`src/rtl/mul_pkg.sv`:
```
// Shared definitions for the sequential shift-and-add multiplier:
// controller states, product-width helper and the default operand width.
package mul_pkg;

  // Default operand width, shared with the interface and the bench.
  localparam int DEF_WIDTH = 4;

  // Controller states.
  typedef enum logic [1:0] {
    IDLE = 2'd0,
    CALC = 2'd1,
    DONE = 2'd2
  } state_t;

  // Product width for a given operand width.
  function automatic int PROD_W(input int w);
    return 2 * w;
  endfunction

endpackage

```
`src/rtl/seq_mul_dp.sv`:
```
// Datapath of the sequential multiplier: operand magnitudes, shifted
// multiplicand, accumulator and the final sign fix-up into the result
// register. Sequenced by load/step/finish strobes from the controller.
module seq_mul_dp
  import mul_pkg::*;
#(
  parameter int WIDTH = DEF_WIDTH
) (
  input  logic                        clk,
  input  logic                        rst_n,
  input  logic                        i_load,
  input  logic                        i_step,
  input  logic                        i_finish,
  input  logic                        i_sgn,
  input  logic [WIDTH-1:0]            i_a,
  input  logic [WIDTH-1:0]            i_b,
  output logic [PROD_W(WIDTH)-1:0]    o_y
);

  localparam int PW = PROD_W(WIDTH);

  logic [PW-1:0]    r_mcand;
  logic [WIDTH-1:0] r_mplier;
  logic [PW-1:0]    r_acc;
  logic             r_neg;
  logic [PW-1:0]    r_y;

  logic [WIDTH-1:0] w_a_mag;
  logic [WIDTH-1:0] w_b_mag;
  logic             w_neg_in;
  logic [PW-1:0]    w_acc_nxt;
  logic [PW-1:0]    w_prod;

  // Operand magnitudes; -2^(WIDTH-1) maps to 2^(WIDTH-1), which still fits
  // because the magnitude is treated as unsigned from here on.
  always_comb begin
    w_a_mag  = i_a;
    w_b_mag  = i_b;
    w_neg_in = 1'b0;
    if (i_sgn) begin
      if (i_a[WIDTH-1]) w_a_mag = ~i_a + 1'b1;
      if (i_b[WIDTH-1]) w_b_mag = ~i_b + 1'b1;
      w_neg_in = i_a[WIDTH-1] ^ i_b[WIDTH-1];
    end
  end

  // One radix-2 partial product per step, and the signed result formed
  // from the accumulator value of the final step (so it lands with DONE).
  always_comb begin
    w_acc_nxt = r_acc;
    if (r_mplier[0]) w_acc_nxt = r_acc + r_mcand;
    w_prod = r_neg ? (~w_acc_nxt + 1'b1) : w_acc_nxt;
  end

  // Operand/accumulator registers; y only changes when a product completes.
  always_ff @(posedge clk) begin
    if (!rst_n) begin
      r_mcand  <= '0;
      r_mplier <= '0;
      r_acc    <= '0;
      r_neg    <= 1'b0;
      r_y      <= '0;
    end else begin
      if (i_load) begin
        r_mcand  <= {{WIDTH{1'b0}}, w_a_mag};
        r_mplier <= w_b_mag;
        r_acc    <= '0;
        r_neg    <= w_neg_in;
      end else if (i_step) begin
        r_acc    <= w_acc_nxt;
        r_mcand  <= r_mcand << 1;
        r_mplier <= r_mplier >> 1;
      end
      if (i_finish) begin
        r_y <= w_prod;
      end
    end
  end

  assign o_y = r_y;

endmodule

```
`src/rtl/seq_mul.sv`:
```
// Sequential radix-2 shift-and-add multiplier with valid/ready handshakes.
// One product every WIDTH+2 cycles; no overlap between transactions.
module seq_mul
  import mul_pkg::*;
#(
  parameter int WIDTH     = DEF_WIDTH,
  parameter bit SIGNED_EN = 1'b1
) (
  input  logic                        clk,
  input  logic                        rst_n,
  input  logic                        in_valid,
  output logic                        in_ready,
  input  logic [WIDTH-1:0]            a,
  input  logic [WIDTH-1:0]            b,
  input  logic                        signed_mode,
  output logic                        out_valid,
  input  logic                        out_ready,
  output logic [PROD_W(WIDTH)-1:0]    y,
  output logic                        busy
);

  localparam int              CNT_W = (WIDTH > 2) ? $clog2(WIDTH) : 1;
  localparam logic [CNT_W-1:0] LAST = CNT_W'(WIDTH - 1);

  state_t           r_state;
  state_t           w_state_nxt;
  logic [CNT_W-1:0] r_cnt;
  logic             w_load;
  logic             w_step;
  logic             w_finish;
  logic             w_sgn;

  assign w_sgn = signed_mode & SIGNED_EN;

  // State register.
  always_ff @(posedge clk) begin
    if (!rst_n) r_state <= IDLE;
    else        r_state <= w_state_nxt;
  end

  // Step counter: restarts on every accepted operand pair.
  always_ff @(posedge clk) begin
    if (!rst_n)      r_cnt <= '0;
    else if (w_load) r_cnt <= '0;
    else if (w_step) r_cnt <= r_cnt + 1'b1;
  end

  // Next state, datapath strobes and handshake outputs; all decoded from
  // state only, so in_ready has no path from in_valid or out_ready.
  always_comb begin
    w_state_nxt = r_state;
    in_ready    = 1'b0;
    out_valid   = 1'b0;
    busy        = 1'b1;
    w_load      = 1'b0;
    w_step      = 1'b0;
    w_finish    = 1'b0;
    case (r_state)
      IDLE: begin
        in_ready = 1'b1;
        busy     = 1'b0;
        if (in_valid) begin
          w_load      = 1'b1;
          w_state_nxt = CALC;
        end
      end
      CALC: begin
        w_step = 1'b1;
        if (r_cnt == LAST) begin
          w_finish    = 1'b1;
          w_state_nxt = DONE;
        end
      end
      DONE: begin
        out_valid = 1'b1;
        if (out_ready) w_state_nxt = IDLE;
      end
      default: begin
        busy        = 1'b0;
        w_state_nxt = IDLE;
      end
    endcase
  end

  seq_mul_dp #(
    .WIDTH(WIDTH)
  ) u_dp (
    .clk      (clk),
    .rst_n    (rst_n),
    .i_load   (w_load),
    .i_step   (w_step),
    .i_finish (w_finish),
    .i_sgn    (w_sgn),
    .i_a      (a),
    .i_b      (b),
    .o_y      (y)
  );

endmodule

```
`config.mk`:
```
export PLATFORM = sky130hd
export DESIGN_NAME = seq_mul
export DESIGN_NICKNAME = d
export VERILOG_FILES = /design/src/rtl/mul_pkg.sv /design/src/rtl/seq_mul_dp.sv /design/src/rtl/seq_mul.sv
export SDC_FILE = /design/constraint.sdc
export NUM_CORES = 1
export LEC_CHECK = 0
export ABC_AREA = 1
export CAP_MARGIN = 20
export CORE_UTILIZATION = 60
export DETAILED_ROUTE_END_ITERATION = 8
export PLACE_DENSITY = 0.85
export SYNTH_ARGS = -nofsm -noshare
export SYNTH_HDL_FRONTEND = slang
export SYNTH_SLANG_ARGS = --single-unit
```
`constraint.sdc`:
```
create_clock -name clk -period 5.6 [get_ports clk]
set_clock_uncertainty 0.1 [all_clocks]
set_input_delay 1.12 -clock clk [delete_from_list [all_inputs] [get_ports clk]]
set_output_delay 1.12 -clock clk [all_outputs]
set_load 0.005 [all_outputs]
```
* Word-level counts from Yosys, hierarchy flattened *
Index checks and enable logic that the tools add are counted.

storage, ports and cells
  register bits = 33
  output and inout port bits = 11

cells by class
  $add $sub $neg = 5
  equal/unequal tests = 6
  multiplexer cells = 23
  bitwise logic cells = 5
  reductions and logical operators = 5

operators by type and width
  cell                 count
  $mux 4               8
  $mux 8               2
  $mux 1               9
  $add 4x1->4 const B  2
  $add 8x1->8 const B  1
  $add 8x8->8          1
  $not 4->4            2
  $not 8->8            1
  $mux 2               3
  $ne 2x2->1 const B   3
  $pmux 2 s3           1
  $eq 2x2->1 const B   2
  $reduce_or 2->1      2
  $reduce_and 3->1     1
  $add 2x1->2 const B  1
  $eq 2x1->1 const B   1
  $logic_not 2->1      1
  $reduce_bool 2->1    1
  $not 1->1            1
  $xor 1x1->1          1

* Longest topological paths before layout *
  word-level depth = 5
  mapped depth = 14
  depth with buffers taken out = 14

* Hierarchy *
Synthesis repeated with hierarchy kept, for this count alone.

unflattened totals
  cell total of the unflattened synthesis = 310
  area, all modules = 2,120.8 µm²

by module, submodules not included
  module      instances  cells each  area an instance (µm²)  sequential area each (µm²)
  seq_mul_dp  1          273         1,860.5                 580.6
  seq_mul     1          37          260.2                   80.1

* Least setup slack after synthesis *
OpenSTA, ideal clock, no wires.

  path type = flip-flop to flip-flop
  from = register u_dp.r_acc[0]
  to = register u_dp.r_y[6] (netlist: u_dp.o_y[6])
  setup time = 0.117 ns
  arrival = 1.946 ns
  data required time = 5.383 ns
  slack = 3.437 ns
  cell stages (with the launch flop) = 14
  path through = dfxtp_1 > ha_1 > fa_1 > o21ai_2 > ha_1 > inv_1 > nor2_1 > nand3_1 > nor2_1 > nand2_1 > nand3_1 > nand2_1 > nor2_1 > nor2_1

on the way
  word-level cells in the longest chain between the ends = 5

ends and longest elaborated chain
  what                    line              source
  start, declared         seq_mul_dp.sv:24  logic [PW-1:0] r_acc;
  start signal, assigned  seq_mul_dp.sv:70  r_acc <= w_acc_nxt;
  $add 8x8->8             seq_mul_dp.sv:51  if (r_mplier[0]) w_acc_nxt = r_acc + r_mcand;
  $mux 8 *                seq_mul_dp.sv:51
  $not 8->8               seq_mul_dp.sv:52  w_prod = r_neg ? (~w_acc_nxt + 1'b1) : w_acc_nxt;
  $add 8x1->8             seq_mul_dp.sv:52
  $mux 8 *                seq_mul_dp.sv:52
  end signal, assigned    seq_mul_dp.sv:75  r_y <= w_prod;
  end, declared           seq_mul_dp.sv:26  logic [PW-1:0] r_y;

Every way passes the cells marked *; elsewhere a longest branch is shown, timed or not.
A chain may end at the register's enable or synchronous reset.

* Worst setup path in the final report *
  from = input rst_n
  to = register u_dp.r_acc[1]

on the way
  word-level cells in the longest chain between the ends = 2

ends and longest elaborated chain
  what                              line           source
  start, declared                   seq_mul.sv:10  input logic rst_n,
  $not 1->1 (no source line)        --
  $reduce_or 2->1 (no source line)  --

No other way between the ends.

==> load_flow_metrics.sql <==
INSERT INTO impl_metrics (metric_group, metric, value, unit) VALUES
('run_status', 'run_status', 'completed', ''),
('routing', 'dr.pass1.iters', '4', ''),
('routing', 'routed_wirelength', '4380', 'um'),
('grt', 'grt_pass1_wl', '7390', 'um'),
('cells_and_area', 'layout.nets', '352', ''),
('synth', 'syn-mean-instance-area', '6.79', 'um^2'),
('die', 'die_h', '60.4', 'um'),
('timing', 'max_freq', '336', 'MHz'),
('synth', 'mappedNetlistNets', '329', ''),
('grt', 'grt_max_degree', '24', ''),
('die', 'start_util', '64.8', '%'),
('power_and_ir_drop', 'comb_power_share', '50.2', '%'),
('hold_path', 'hp-class', 'reg2reg', ''),
('cells_and_area', 'non_filler_cells_final', '369', ''),
('clocking', 'cts.sink_count', '33', ''),
('die', 'die-width', '60.4', 'um'),
('die', 'design.core.area', '3150', 'um^2'),
('timing', 'totalNegativeSetupSlack', '0', 'ns'),
('power_and_ir_drop', 'power_report.internal_total', '0.000585', 'W'),
('cells_and_area', 'multi_input_area', '1160', 'um^2'),
('worst_setup_path', 'ff2ff_path_depth', '13', ''),
('timing', 'fin_crit_sh', '53.1', '%'),
('power_and_ir_drop', 'power_density_over_cell_area', '432', 'nW/um^2'),
('placed_design', 'portBuffers', '23', ''),
('worst_setup_path', 'setup.worst_path.start', 'rst_n', ''),
('timing', 'worst_hold_slack', '0.374', 'ns'),
('timing', 'final_period_minus_worst_setup_slack', '2.98', 'ns'),
('clocking', 'post_cts_hold_buffer_count', '0', ''),
('cells_and_area', 'mostFrequentLayoutCell', 'sky130_fd_sc_hd__nand2_1', ''),
('timing', 'unrepaired_setup_endpoints_after_global_routing', 'no', ''),
('grt', 'grt_antenna_before_repair', '0', ''),
('cells_and_area', 'fillers', '271', ''),
('routing', 'detail_route.vias_per_cell', '5.30', ''),
('synth', 'synth.cell_area', '2040', 'um^2'),
('cells_and_area', 'antenna-diode-count', '0', ''),
('clocking', 'cts_h_tree_depth', '2', ''),
('synth', 'synthDistinctLibCells', '33', ''),
('job', 'drv.max_cap_violation_count', '0', ''),
('routing', 'post-route-drc-count', '0', ''),
('worst_setup_path', 'reg2reg_setup_slack', '3.18', 'ns'),
('grt', 'grt_pass1_vias', '1844', ''),
('power_and_ir_drop', 'total_power', '0.00103', 'W'),
('worst_setup_path', 'worst-setup-path-type', 'in2reg', ''),
('routing', 'initialDrtViolationCount', '77', ''),
('timing', 'setup_ws', '2.62', 'ns'),
('worst_setup_path', 'worst-path-max-fanout', '12', ''),
('clocking', 'post_cts_buffers', '0', ''),
('power_and_ir_drop', 'power.leakage', '1.13', 'nW'),
('clocking', 'ctsRootBufferMaster', 'sky130_fd_sc_hd__clkbuf_4', ''),
('routing', 'detailroute.via_count', '1956', ''),
('routing', 'postRouteAntennaNets', '0', ''),
('placed_design', 'dp_cells', '361', ''),
('placed_design', 'final_replace_weighted_congestion', '0.842', ''),
('cells_and_area', 'layout-drive-gt1-share', '6.46', '%'),
('synth', 'postSynthRegisterBits', '33', ''),
('worst_setup_path', 'r2r_start', 'u_dp.r_acc[0]', ''),
('clocking', 'tritoncts', 'yes', ''),
('worst_setup_path', 'setup.worst_path.end', 'u_dp.r_acc[1]', ''),
('clocking', 'clk_latency', '0.34', 'ns'),
('grt', 'grt.overflow.total', '0', ''),
('clocking', 'cts_inserted_buffers', '5', ''),
('worst_setup_path', 'worstSetupEndpointType', 'register', ''),
('timing', 'slew_violations', '0', ''),
('worst_setup_path', 'crit_required', '5.78', 'ns'),
('power_and_ir_drop', 'ir_drop', '0.000279', 'V'),
('die', 'std_cell_rows', '20', ''),
('timing', 'timing_hold_violations_final', '0', ''),
('timing', 'report.final.setup_viol', '0', ''),
('routing', 'detail_route.wl_per_cell', '11.9', 'um'),
('synth', 'synth-warning-count', '0', ''),
('worst_setup_path', 'setup.worst_path.start_class', 'primary input', '');
[logic make-up (layout without fill, tap and decap cells)]
logic type / after synthesis / count (layout) / share of synthesized area [%]
AO/OA/AOI/OAI: 59 / 59 / 17.5
adder cells (fa/ha/maj): 15 / 15 / 9.55
multiplexers: 1 / 1 / 0.490
AND/OR/NAND/NOR: 131 / 131 / 26.4
buffers and inverters: 55 / 79 / 10.7
XOR/XNOR: 7 / 7 / 3.00
flip-flops: 33 / 33 / 32.3
[sequential cells by signal, indices dropped and copies added (netlist names)]
register	cells
r_cnt	2
r_state	2
u_dp.o_y	8
u_dp.r_acc	8
u_dp.r_mcand	8
u_dp.r_mplier	4
u_dp.r_neg	1
[cell usage after synthesis]
cell type | count | area, um^2
sky130_fd_sc_hd__a31oi_1 | 1 | 6.26
sky130_fd_sc_hd__dfxtp_1 | 33 | 661
sky130_fd_sc_hd__xor2_1 | 1 | 8.76
sky130_fd_sc_hd__nor3_1 | 3 | 15.0
sky130_fd_sc_hd__nand3_2 | 1 | 10.0
sky130_fd_sc_hd__nand4_1 | 1 | 6.26
sky130_fd_sc_hd__o21ai_1 | 1 | 5.00
sky130_fd_sc_hd__nor2_2 | 2 | 12.5
sky130_fd_sc_hd__ha_1 | 14 | 175
sky130_fd_sc_hd__inv_6 | 1 | 8.76
sky130_fd_sc_hd__a21oi_2 | 1 | 8.76
sky130_fd_sc_hd__or2_2 | 2 | 12.5
sky130_fd_sc_hd__inv_2 | 2 | 7.51
sky130_fd_sc_hd__nor2_1 | 26 | 97.6
sky130_fd_sc_hd__fa_1 | 1 | 20.0
sky130_fd_sc_hd__buf_6 | 1 | 11.3
sky130_fd_sc_hd__o22ai_1 | 1 | 6.26
sky130_fd_sc_hd__nand2_1 | 77 | 289
sky130_fd_sc_hd__nand2_2 | 2 | 12.5
sky130_fd_sc_hd__o211ai_1 | 6 | 45.0
sky130_fd_sc_hd__clkinv_1 | 1 | 3.75
sky130_fd_sc_hd__a21oi_1 | 22 | 110
sky130_fd_sc_hd__a2111oi_0 | 1 | 8.76
sky130_fd_sc_hd__o21ai_4 | 2 | 32.5
sky130_fd_sc_hd__clkbuf_1 | 6 | 22.5
sky130_fd_sc_hd__mux2i_1 | 1 | 10.0
sky130_fd_sc_hd__o21ai_0 | 20 | 100
sky130_fd_sc_hd__inv_1 | 44 | 165
sky130_fd_sc_hd__o221ai_1 | 1 | 8.76
sky130_fd_sc_hd__a221oi_1 | 2 | 17.5
sky130_fd_sc_hd__nand3_1 | 17 | 85.1
sky130_fd_sc_hd__o21ai_2 | 1 | 8.76
sky130_fd_sc_hd__xnor2_1 | 6 | 52.6
[area by class of cell]
| type | instances | share of cell area, % |
|---|---|---|
| clock buffer | 7 | 2.31 |
| clock inverter | 1 | 1.26 |
| inverter | 48 | 7.78 |
| multi-input combinational | 213 | 48.9 |
| sequential | 33 | 27.7 |
| tap | 44 | 2.31 |
| timing repair buffer | 23 | 9.67 |
[power by group through the flow]
stage                     sequential (W)  combinational (W)  clock [W]
final                           0.000325           0.000516   0.000187
after global placement          0.000329           0.000498          0
after detailed placement        0.000330           0.000506          0
after floorplan                 0.000311           0.000405          0
after CTS                       0.000324           0.000514   0.000188
after global routing            0.000332           0.000583   0.000199
[routing by layer]
layer  routed length [um]  global-route usage, %  vias to the layer above
met5                    0                      0                        -
met4                  117                   16.9                        0
met3                  174                   5.76                       11
met2                 2090                   47.4                       52
met1                 2000                   30.8                      874
li1                     -                      -                     1019
[worst min-delay path by stage]
stage                      from          endpoint  depth (start not counted)
2_1_floorplan  u_dp.r_mplier[2]  u_dp.r_mplier[2]                          2
3_3_place_gp   u_dp.r_mplier[3]  u_dp.r_mplier[3]                          2
3_5_place_dp   u_dp.r_mplier[2]  u_dp.r_mplier[2]                          2
4_1_cts        u_dp.r_mplier[2]  u_dp.r_mplier[2]                          2
5_1_grt                r_cnt[1]          r_cnt[1]                          2
6_report       u_dp.r_mplier[2]  u_dp.r_mplier[2]                          2
[stage by stage]
stage,util [%],instance area (um^2)
6_report,75.5,2380
5_1_grt,75.5,2380
4_1_cts,75.5,2380
3_5_place_dp,72.8,2300
3_3_place_gp,72.8,2300
2_1_floorplan,-,2040
[worst max-delay path: stages]
cell,delay (ns)
sky130_fd_sc_hd__clkdlybuf4s50_1,0.70
sky130_fd_sc_hd__clkinv_1,0.36
sky130_fd_sc_hd__nor2_1,0.44
sky130_fd_sc_hd__inv_2,0.19
sky130_fd_sc_hd__a21oi_1,0.17
sky130_fd_sc_hd__o21ai_0,0.10
sky130_fd_sc_hd__inv_1,0.07
(Power assumes the default switching activity.)
